--- config.mk ---
export PLATFORM = sky130hd
export DESIGN_NAME = twos_complement_serial
export DESIGN_NICKNAME = d
export VERILOG_FILES = /design/src/rtl/twos_complement_pkg.sv /design/src/rtl/twos_complement_bit_cell.sv /design/src/rtl/twos_complement_serial.sv
export SDC_FILE = /design/constraint.sdc
export NUM_CORES = 1
export LEC_CHECK = 0
export CAP_MARGIN = 0
export CORE_MARGIN = 2
export CORE_UTILIZATION = 55
export CTS_BUF_LIST = sky130_fd_sc_hd__clkbuf_8
export CTS_CLUSTER_DIAMETER = 30
export DETAILED_ROUTE_END_ITERATION = 12
export DONT_BUFFER_PORTS = 1
export GPL_TIMING_DRIVEN = 1
export PLACE_DENSITY = 0.8
export SYNTH_ARGS = -nofsm -noshare
export SYNTH_HDL_FRONTEND = slang
export SYNTH_SLANG_ARGS = --single-unit
--- constraint.sdc ---
create_clock -name clk -period 1.6 [get_ports clk]
set_input_delay 0.32 -clock clk [delete_from_list [all_inputs] [get_ports clk]]
set_output_delay 0.32 -clock clk [all_outputs]
set_load 0.01 [all_outputs]
--- src/rtl/twos_complement_pkg.sv ---
// Shared types and constants for the bit-serial two's-complement unit.
package twos_complement_pkg;

  // Controller states: waiting for an operand, walking the bits, holding the result.
  typedef enum logic [1:0] {
    IDLE  = 2'd0,
    SHIFT = 2'd1,
    DONE  = 2'd2
  } state_t;

  // Operation select, sampled together with the operand.
  localparam logic MODE_NEGATE = 1'b0;
  localparam logic MODE_ABS    = 1'b1;

endpackage : twos_complement_pkg

--- src/rtl/twos_complement_bit_cell.sv ---
// One step of the LSB-first two's-complement rule: bits up to and including
// the first 1 are copied, every bit after it is inverted (when inversion is on).
module twos_complement_bit_cell (
  input  logic a,
  input  logic found_one,
  input  logic invert_en,
  output logic r,
  output logic found_one_next
);

  assign r              = (found_one && invert_en) ? ~a : a;
  assign found_one_next = found_one | a;

endmodule : twos_complement_bit_cell

--- src/rtl/twos_complement_serial.sv ---
// Bit-serial negate / absolute-value unit. One operand per transaction,
// WIDTH processing cycles, result held until the consumer takes it.
module twos_complement_serial
  import twos_complement_pkg::*;
#(
  parameter int WIDTH = 8
) (
  input  logic             clk,
  input  logic             rst_n,
  input  logic             in_valid,
  output logic             in_ready,
  input  logic [WIDTH-1:0] in_data,
  input  logic             in_mode,
  output logic             out_valid,
  input  logic             out_ready,
  output logic [WIDTH-1:0] out_data,
  output logic             out_ovf,
  output logic             out_zero,
  output logic             busy
);

  localparam int                CNT_W    = $clog2(WIDTH);
  localparam logic [CNT_W-1:0]  CNT_LAST = CNT_W'(WIDTH - 1);
  localparam logic [WIDTH-1:0]  MIN_VAL  = {1'b1, {(WIDTH-1){1'b0}}};

  state_t             state_q, state_d;
  logic [WIDTH-1:0]   shift_q, shift_d;
  logic [CNT_W-1:0]   cnt_q, cnt_d;
  logic               found_one_q, found_one_d;
  logic               invert_en_q, invert_en_d;
  logic               in_ready_q, in_ready_d;

  logic               cell_r;
  logic               cell_found_one;
  logic               done;

  // Per-bit rule applied to the bit currently at the bottom of the shift register.
  twos_complement_bit_cell u_bit_cell (
    .a              (shift_q[0]),
    .found_one      (found_one_q),
    .invert_en      (invert_en_q),
    .r              (cell_r),
    .found_one_next (cell_found_one)
  );

  // Next-state, datapath and handshake decisions.
  always_comb begin
    state_d     = state_q;
    shift_d     = shift_q;
    cnt_d       = cnt_q;
    found_one_d = found_one_q;
    invert_en_d = invert_en_q;

    case (state_q)
      IDLE: begin
        // in_ready_q is low for one cycle after reset, so no accept happens then.
        if (in_valid && in_ready_q) begin
          shift_d     = in_data;
          // Abs of a non-negative operand must pass through untouched.
          invert_en_d = (in_mode == MODE_NEGATE) || in_data[WIDTH-1];
          cnt_d       = '0;
          found_one_d = 1'b0;
          state_d     = SHIFT;
        end
      end
      SHIFT: begin
        shift_d     = {cell_r, shift_q[WIDTH-1:1]};
        found_one_d = cell_found_one;
        if (cnt_q == CNT_LAST) begin
          state_d = DONE;
        end else begin
          cnt_d = cnt_q + 1'b1;
        end
      end
      DONE: begin
        if (out_ready) begin
          state_d = IDLE;
        end
      end
      default: begin
        state_d = IDLE;
      end
    endcase

    // Ready is registered: it follows the state we are about to enter.
    in_ready_d = (state_d == IDLE);
  end

  // State, datapath and flag registers with asynchronous clear.
  always_ff @(posedge clk or negedge rst_n) begin
    if (!rst_n) begin
      state_q     <= IDLE;
      shift_q     <= '0;
      cnt_q       <= '0;
      found_one_q <= 1'b0;
      invert_en_q <= 1'b0;
      in_ready_q  <= 1'b0;
    end else begin
      state_q     <= state_d;
      shift_q     <= shift_d;
      cnt_q       <= cnt_d;
      found_one_q <= found_one_d;
      invert_en_q <= invert_en_d;
      in_ready_q  <= in_ready_d;
    end
  end

  // Outputs are qualified by DONE so they read zero whenever no result is held.
  // A result of 100..0 only arises from a 100..0 operand whose sign was flipped
  // (a non-negative operand in abs mode can never be 100..0), so it flags overflow.
  assign done      = (state_q == DONE);
  assign in_ready  = in_ready_q;
  assign out_valid = done;
  assign busy      = (state_q != IDLE);
  assign out_data  = done ? shift_q : '0;
  assign out_ovf   = done && (shift_q == MIN_VAL);
  assign out_zero  = done && (shift_q == '0);

endmodule : twos_complement_serial

==> out/metrics.yaml <==
sta:
  hold_viol: 0
  worst_pin_slew_ns: 0.7215
  skew_ns: 0.007343
  setup_ws_ns: -0.03462
  fin_crit_ns: 1.635
  rsz0062_at_grt: "yes"
  setup_viol: 2
  post-route-period-util_pct: 102.2
  final_max_slew_viol_count: 0
  max_clock_freq_ghz: 0.6118
  relSlewSlack_pct: 51.74
cells_and_area:
  nets: 108
  nFillCells: 100
  syn_to_final_growth_pct: 16.17
  fin_area_um2: 934.6
  drive_gt1_share_pct: 23.91
  n_antenna_cell: 0
die:
  core_area_mm2: 0.001334
  initial_utilization_pct: 60.32
  die_w_um: 42.25
  dieArea_mm2: 0.001785
  io-pin-count: 26
  die_y_um: 42.25
  placementRows: 13
hold_path:
  min_path_cells: 1
  min_path_type: "in2reg"
placement:
  placed_area_um2: 827.0
  place_hpwl_mm: 1.192
  numPortBuffers: 0
  gp_congestion: 0.7473
outcome:
  outcome: "complete, but fails checks"
  violations: "setup timing"
global_route:
  grt_pass1_vias: 625
  grt_max_degree: 17
  track_usage_pct: 20.49
  grt_pass1_wl_mm: 2.787
  grt.overflow.total: 0
  antenna_found_initial: 0
power_and_ir_drop:
  max-vdd-ir-drop_mv: 1.085
  p_total_uw: 1994
  p_leak_uw: 0.0004179
  power.density_mw_per_mm2: 2133
job:
  max_cap_viol_count: 0
route:
  drcViolationCount: 0
  drtIter0Drc: 17
  drt.antenna.violating_nets: 0
  vias: 670
  wl_per_cell_um: 16.40
  dr.pass1.iters: 4
  wl_mm: 1.755
  avgViaCountPerCell: 6.262
setup_path:
  cp-start-kind: "flip-flop"
  crit_path_cell_trace: "nor4_2 -> nand4_1 -> nor2_2"
  arrival_ns: 1.31
  reg2reg_depth: 5
  worstPathRequired_ns: 1.28
  critical_path.max_fanout: 4
  crit_type: "reg2out"
  cp_slowest_stage_delay_ns: 0.41
  critPathSlowestCell: "dfrtp_1"
  endpoint_kind: "primary output"
cts:
  clk_pin_slew_worst_paths_ns: 0.07
  numCtsBuffers: 3
  cts_root_buffer: "clkbuf_8"
  htreeDepth: 1
  clk_path_buf_depth: 2
  cts_tree: "built"
  clk_latency_ns: 0.24
  cts.sinks: 16
synthesis:
  ys_ff_latch: 16
  yosysTopAreaCell: "dfrtp_1"
  syn_area_um2: 804.5
  ys.warnings.count: 0
  synth.top_cell.area_share_pct: 49.77
  synth-seq-area-share_pct: 49.77
  yosysUniqueCellTypes: 29
  avgSynthCellArea_um2: 9.693
  synthesis.nets: 98
  synthTopCellsByArea: "dfrtp_1 50%, nor2_1 6.1%, o22ai_1 5.4%"
  syn_inst: 83
==> critical path: cells and delay by family (launching register included) <==
kind,cells,cell delay (ns)
AND/OR/NAND/NOR,3,0.65
flip-flops,1,0.41
==> logic make-up after synthesis <==
kind of cell               count (synthesis)  share of synthesized area (%)
AOI/OAI and AO/OA                         15                          12.29
adders and majority gates                  2                          3.110
xor gates and xnor gates                   1                          1.089
muxes                                      1                          1.400
and+or+nand+nor                           39                          26.75
buffers and inverters                      9                          5.597
DFF                                       16                          49.77
==> final timing paths <==
| check | startpoint | to | slack (ns) |
|---|---|---|---|
| worst max-delay path | shift_q[3] | out_zero | -0.03 |
| worst min-delay path | out_ready | state_q[1] | 0.18 |
| worst max register to register | cnt_q[0] | cnt_q[0] | 0.13 |
| worst min register to register | found_one_q | found_one_q | 0.51 |
| max in group asynchronous | rst_n | state_q[0] | 0.53 |
| min in group asynchronous | rst_n | shift_q[5] | 0.57 |
==> power by group <==
part | internal (uW) | leakage (uW) | switching [uW]
Clock | 218 | 0.0000288 | 134
Sequential | 605 | 0.000182 | 172
Combinational | 416 | 0.000207 | 449
==> per-stage QoR <==
step / setup slack [ns] / hold WS (ns) / instances / util [%] / setup TNS [ns]
3_5_place_dp: 0.1342 / 0.02473 / 98 / 62.01 / 0
4_1_cts: -0.02307 / 0.1800 / 103 / 66.89 / -0.04170
5_1_grt: -0.1086 / 0.1776 / 107 / 70.08 / -0.2556
3_3_place_gp: 0.1913 / 0.02472 / 98 / 62.01 / 0
2_1_floorplan: 0.1525 / 0.02441 / 83 / - / 0
6_report: -0.03462 / 0.1846 / 107 / 70.08 / -0.05666
==> sequential cells by signal (all words and copies together) (netlist names) <==
signal / cells
in_ready: 1
shift_q: 8
state_q: 2
cnt_q: 3
found_one_q: 1
invert_en_q: 1
==> area by class of cell <==
cell class	instances	area, um^2	share of cell area (%)
Timing Repair Buffer	9	70.07	7.497
Inverter	5	18.77	2.008
Clock buffer	4	55.05	5.890
Multi-Input combinational cell	58	370.4	39.63
Sequential cell	16	401.6	42.97
Tap cell	15	18.77	2.008
==> placed cells by master, fill, tap and decap left out, types with 2 or more instances in the layout <==
cell type  count
a21oi_1        2
a22o_1         2
and2_1         6
buf_4          8
clkbuf_8       4
dfrtp_1       15
ha_1           2
inv_1          4
nand2_1        2
nand2b_1       2
nor2_1        11
nor2_2         4
nor3_1         6
o22ai_1        7
==> synth_stat cells (all sizes together) <==
| cell | n |
|---|---|
| buf | 4 |
| mux2 | 1 |
| o221ai | 1 |
| o22ai | 7 |
| dfrtp | 16 |
| nor2b | 1 |
| nor3b | 1 |
| nand3 | 1 |
| a31oi | 1 |
| a22o | 2 |
| ha | 2 |
| inv | 5 |
| a21oi | 2 |
| nand4 | 1 |
| or2 | 1 |
| nor2 | 15 |
| o21a | 1 |
| and2 | 6 |
| nand2b | 2 |
| nor3 | 6 |
| nand2 | 2 |
| nor4 | 1 |
| xnor2 | 1 |
| and4bb | 1 |
| nand4bb | 1 |
| o21ai | 1 |
==> layer usage <==
layer | track usage [%] | part of all wire (%) | vias to the layer above
met2 | 32.31 | 51 | 21
met5 | 0 | 0 | -
met4 | 5.625 | 0.68 | 0
li1 | - | - | 309
met3 | 5.603 | 5.9 | 2
met1 | 27.70 | 42 | 338
==> timing repair <==
item / 4_1_cts / 5_1_grt
setup buffers: 0 / 4
endpoints found under the hold margin: 16 / 0
endpoints found under the setup margin: 2 / 5
resized for setup: 0 / 4
hold buffers: 1 / 0
pin swaps: 0 / 3
Note: power is estimated with default switching activity, not from simulation.
